**config.mk**
```make
export PLATFORM = sky130hd
export DESIGN_NAME = plot_sweep_sequencer
export DESIGN_NICKNAME = d
export VERILOG_FILES = /design/src/rtl/plot_sweep_sequencer.sv
export SDC_FILE = /design/constraint.sdc
export NUM_CORES = 1
export LEC_CHECK = 0
export BUFFER_PORTS_ARGS = -buffer_cell sky130_fd_sc_hd__buf_2
export CAP_MARGIN = 20
export CELL_PAD_IN_SITES_DETAIL_PLACEMENT = 0
export CELL_PAD_IN_SITES_GLOBAL_PLACEMENT = 2
export CORE_MARGIN = 4
export CORE_UTILIZATION = 32
export CTS_CLUSTER_DIAMETER = 50
export CTS_CLUSTER_SIZE = 40
export DETAILED_ROUTE_END_ITERATION = 10
export GPL_TIMING_DRIVEN = 0
export HOLD_SLACK_MARGIN = 0.02
export PLACE_DENSITY = 0.89
export SLEW_MARGIN = 15
export SYNTH_ARGS = -nofsm -noshare
export SYNTH_HDL_FRONTEND = slang
export SYNTH_SLANG_ARGS = --single-unit
```
**constraint.sdc**
```tcl
create_clock -name clk -period 3.5 [get_ports clk]
set_input_delay 0.35 -clock clk [delete_from_list [all_inputs] [get_ports clk]]
set_output_delay 0.35 -clock clk [all_outputs]
set_load 0.02 [all_outputs]
```
**src/rtl/plot_sweep_sequencer.sv**
```systemverilog
// plot_sweep_sequencer
// Walks an x coordinate from a latched x_min to a latched x_max (inclusive).
// Each x is offered downstream once per upstream tick. A one-deep pending flag
// absorbs a single early tick. Further early ticks, and ticks that arrive while
// frozen, are counted in a saturating overrun counter.
//
// Handshake: x_out is offered while x_valid is high. A transfer happens in any
// cycle where x_valid and x_ready are both high. Once x_valid is raised, it
// stays high and x_out stays stable until that transfer, whatever enable does.
module plot_sweep_sequencer #(
  parameter int XW  = 8,
  parameter int OVW = 8
) (
  input  logic           clk,
  input  logic           reset,
  input  logic           enable,
  input  logic           tick,
  input  logic           start,
  input  logic [XW-1:0]  x_min,
  input  logic [XW-1:0]  x_max,
  input  logic           x_ready,
  output logic [XW-1:0]  x_out,
  output logic           x_valid,
  output logic           busy,
  output logic           done,
  output logic           range_err,
  output logic [OVW-1:0] overrun,
  output logic [1:0]     dbg_state,
  output logic           dbg_pending
);

  typedef enum logic [1:0] {
    IDLE      = 2'd0,
    WAIT_TICK = 2'd1,
    ISSUE     = 2'd2,
    FINISH    = 2'd3
  } state_t;

  state_t         r_state;
  state_t         w_state_nxt;

  // x_min is latched straight into r_x, which is the running coordinate.
  // Only the upper limit needs a separate register.
  logic [XW-1:0]  r_x;
  logic [XW-1:0]  r_hi;
  logic [OVW-1:0] r_overrun;
  logic           r_range_err;
  logic           r_pending;

  logic           w_start_ok;
  logic           w_range_bad;
  logic           w_take;
  logic           w_xfer;
  logic           w_last;
  logic           w_ovr_hit;

  // State register
  always_ff @(posedge clk) begin
    if (!reset) begin
      r_state <= IDLE;
    end else begin
      r_state <= w_state_nxt;
    end
  end

  // Next-state logic and per-cycle control strobes
  always_comb begin
    w_state_nxt = r_state;
    w_start_ok  = (r_state == IDLE) && start;
    w_range_bad = (x_min > x_max);
    w_take      = (r_state == WAIT_TICK) && enable && (tick || r_pending);
    w_xfer      = (r_state == ISSUE) && x_ready;
    w_last      = (r_x == r_hi);
    // An overrun is a tick dropped while frozen in WAIT_TICK, or a tick that
    // arrives during ISSUE when the pending slot is already full. A tick that
    // coincides with the transfer refills pending and is not an overrun.
    w_ovr_hit   = ((r_state == WAIT_TICK) && tick && !enable) ||
                  ((r_state == ISSUE) && tick && r_pending && !w_xfer);
    case (r_state)
      IDLE: begin
        if (start) begin
          w_state_nxt = w_range_bad ? FINISH : WAIT_TICK;
        end
      end
      WAIT_TICK: begin
        if (w_take) begin
          w_state_nxt = ISSUE;
        end
      end
      ISSUE: begin
        if (w_xfer) begin
          w_state_nxt = w_last ? FINISH : WAIT_TICK;
        end
      end
      FINISH: begin
        w_state_nxt = IDLE;
      end
      default: begin
        w_state_nxt = IDLE;
      end
    endcase
  end

  // Datapath: latched limits, coordinate, pending flag, error and overrun
  always_ff @(posedge clk) begin
    if (!reset) begin
      r_x         <= '0;
      r_hi        <= '0;
      r_overrun   <= '0;
      r_range_err <= 1'b0;
      r_pending   <= 1'b0;
    end else if (w_start_ok) begin
      // Pending is cleared here as well, so that a stale tick from the
      // previous sweep cannot issue the first x early.
      r_x         <= x_min;
      r_hi        <= x_max;
      r_overrun   <= '0;
      r_range_err <= w_range_bad;
      r_pending   <= 1'b0;
    end else begin
      if (w_ovr_hit && (r_overrun != '1)) begin
        r_overrun <= r_overrun + OVW'(1);
      end
      if (w_take) begin
        r_pending <= 1'b0;
      end else if ((r_state == ISSUE) && tick) begin
        r_pending <= 1'b1;
      end
      // The last x leaves r_x untouched, so x_max = all-ones never wraps.
      if (w_xfer && !w_last) begin
        r_x <= r_x + XW'(1);
      end
    end
  end

  assign x_out       = r_x;
  assign x_valid     = (r_state == ISSUE);
  assign busy        = (r_state != IDLE);
  assign done        = (r_state == FINISH);
  assign range_err   = r_range_err;
  assign overrun     = r_overrun;
  assign dbg_state   = r_state;
  assign dbg_pending = r_pending;

endmodule

```
==> flow_metrics.tcl <==
set metrics [dict create \
    grt_max_degree 17 \
    cp-start-kind "flip-flop" \
    place.gp.congestion 0.744 \
    netlist_area_mm2 0.00164 \
    die_area_mm2 0.00633 \
    fin_tns_setup_ns 0 \
    period_needed_ns 1.71 \
    n_antenna_cell 0 \
    numCtsBuffers 3 \
    ir_worst_vdd_mv 0.233 \
    p_comb_share_pct 26.0 \
    port-buffer-count 43 \
    hpwl_mm 3.34 \
    die_y_um 79.6 \
    drc 0 \
    cts_hold_buf 0 \
    p_int_mw 0.578 \
    ios 45 \
    critical_path_class "reg -> reg" \
    ys.flop_type "dfxtp_1" \
    postRouteAntennaNets 0 \
    core_area_mm2 0.00485 \
    grt_pass1_wl_mm 7.06 \
    yosysWarnings 0 \
    setup_viol 0 \
    finClkSkew_ns 0.00385 \
    cts.repair.resized 0 \
    crit_path_end_kind "flip-flop" \
    clk_pin_slew_ns 0.10 \
    die_x_um 79.6 \
    syn_area_per_cell_um2 8.15 \
    dr.pass1.iters 4 \
    synth_nets 233 \
    finalHoldViolCount 0 \
    min_path_type "in -> reg" \
    setup_ws_ns 1.79 \
    cts_setup_buffers 0 \
    clockPowerShare_pct 30.9 \
    synth-seq-cells 28 \
    drv_cap 0 \
    clkSinkCount 28 \
    layout_common_cells "buf_2, nand2_1, dfxtp_1" \
    viasPerCell 4.89 \
    cp.required_ns 3.66 \
    cellPowerDensity_mw_per_mm2 422 \
    routed_wl_mm 4.16 \
    grt_usage_pct 14.0 \
    synth_top_area_share_pct 34.2 \
    synth_area_leaders "dfxtp_1, ha_1, nand2_1, a21oi_1, xnor2_1" \
    initial_core_util_pct 33.8 \
    synthDistinctLibCells 41 \
    final_nets 281 \
    cts_buffer_depth 2 \
    crit_path_max_fanout 10 \
    synth_edf_count 0 \
    fin_hold_ws_ns 0.308 \
    clock.fmax_ghz 0.586 \
    yosys.area.top_type "dfxtp_1" \
    pre_cts_ws_ns 1.80 \
    p_sw_share_pct 31.8 \
    drive_above_1_share_pct 21.8 \
    clk_latency_ns 0.28 \
    dr.first_iter.drc_count 74 \
    min_period_over_period_pct 48.8 \
    synth-seq-area-share_pct 34.2 \
    final_common_cell "buf_2" \
    cts-root-buf "clkbuf_8" \
    slew_headroom_pct 63.5 \
    grt_pass1_vias 1434 \
    h-tree-depth 1 \
    async_flop_share_pct 0 \
    synthCells 201 \
    rsz0062_at_grt "false" \
    worstPathArrival_ns 1.87 \
    grt.overflow.total 0 \
    rows 25 \
    vias 1539 \
    seqPwrFrac_pct 43.1 \
    tightest_slew_ns 0.548 \
    maxSlewViolCount 0 \
    wire_per_inst_um 13.2 \
    outcome "finished, final reports clean" \
    p_sw_mw 0.270 \
    syn_to_final_growth_pct 22.6 \
    leakage_nw 0.860 \
    grt_antenna_before_repair 0 \
    cts_tree "yes" \
]
-- flip-flops by register name (all words and copies together), names as in the netlist --
| name | cells |
|---|---|
| overrun | 8 |
| r_hi | 8 |
| x_out | 8 |
| dbg_state | 2 |
| dbg_pending | 1 |
| range_err | 1 |
-- critical path, cell delays in order (launching register included) --
cell,delay [ns]
dfxtp_1,0.37
buf_2,0.22
nor3b_1,0.20
o21a_1,0.29
nand2_1,0.13
nor4b_1,0.30
nor3_1,0.08
-- Yosys cell counts (3+ instances only) --
library cell  count
a21oi_1          17
a31oi_1           3
and2_1            3
clkbuf_1          4
dfxtp_1          28
ha_1             10
inv_1            10
mux2i_1           4
nand2_1          29
nand3_1           7
nand4_1           5
nor2_1           16
nor2b_1           3
o21ai_0          10
o31ai_1           3
xnor2_1           9
xor2_1            9
-- per-layer routing --
metal | track usage, % | part of all wire (%) | vias up
li1 | - | - | 798
met1 | 20.4 | 49 | 694
met2 | 21.0 | 45 | 43
met3 | 2.26 | 5.2 | 4
met4 | 4.30 | 1.1 | 0
met5 | 0 | 0 | -
-- path summary, 6_finish.rpt --
path | startpoint | cells after the start | end | slack [ns]
worst max-delay path | dbg_state[0]$_SDFFE_PN0P_ | 6 | overrun[6]$_SDFFE_PP0P_ | 1.79
worst max register to register | dbg_state[0]$_SDFFE_PN0P_ | 6 | overrun[6]$_SDFFE_PP0P_ | 1.79
worst min-delay path | x_max[7] | 3 | r_hi[7]$_SDFFE_PN0P_ | 0.31
worst min register to register | r_hi[6]$_SDFFE_PN0P_ | 2 | r_hi[6]$_SDFFE_PN0P_ | 0.47
-- layout make-up --
type                       instances  area, µm²
tap                               67       83.8
multi-input combinational        155       1000
timing repair buffer              43        215
sequential                        28        561
clock inverter                     1       30.0
inverter                          10       37.5
fill                             520       2840
clock buffer                       3       41.3
buffer                             8       36.3
-- cell families (layout without fill, tap and decap cells) --
logic type / Yosys count / after routing / share of synthesized area [%]
DFF: 28 / 28 / 34.2
buffers and inverters: 18 / 65 / 4.50
muxes: 4 / 4 / 2.44
and+or+nand+nor: 77 / 77 / 24.9
AOI/OAI and AO/OA: 46 / 46 / 16.7
adders and majority gates: 10 / 10 / 7.63
xor gates and xnor gates: 18 / 18 / 9.62
-- power groups by stage --
stage               Clock (mW)  Sequential (mW)  Combinational [mW]
CTS                      0.270            0.366               0.224
finish                   0.262            0.366               0.221
global placement             0            0.373               0.224
global route             0.285            0.370               0.249
floorplan                    0            0.386               0.139
detailed placement           0            0.373               0.223
-- through the flow --
stage	area [µm²]	power (mW)	utilization [%]	std cells
final	2010	0.848	41.4	315
after global routing	2010	0.904	41.4	315
after CTS	2010	0.860	41.4	315
after detailed placement	1940	0.596	40.0	311
after global placement	1940	0.597	40.0	311
after floorplan	1640	0.526	-	201
Note: power is estimated with default switching activity, not from simulation.
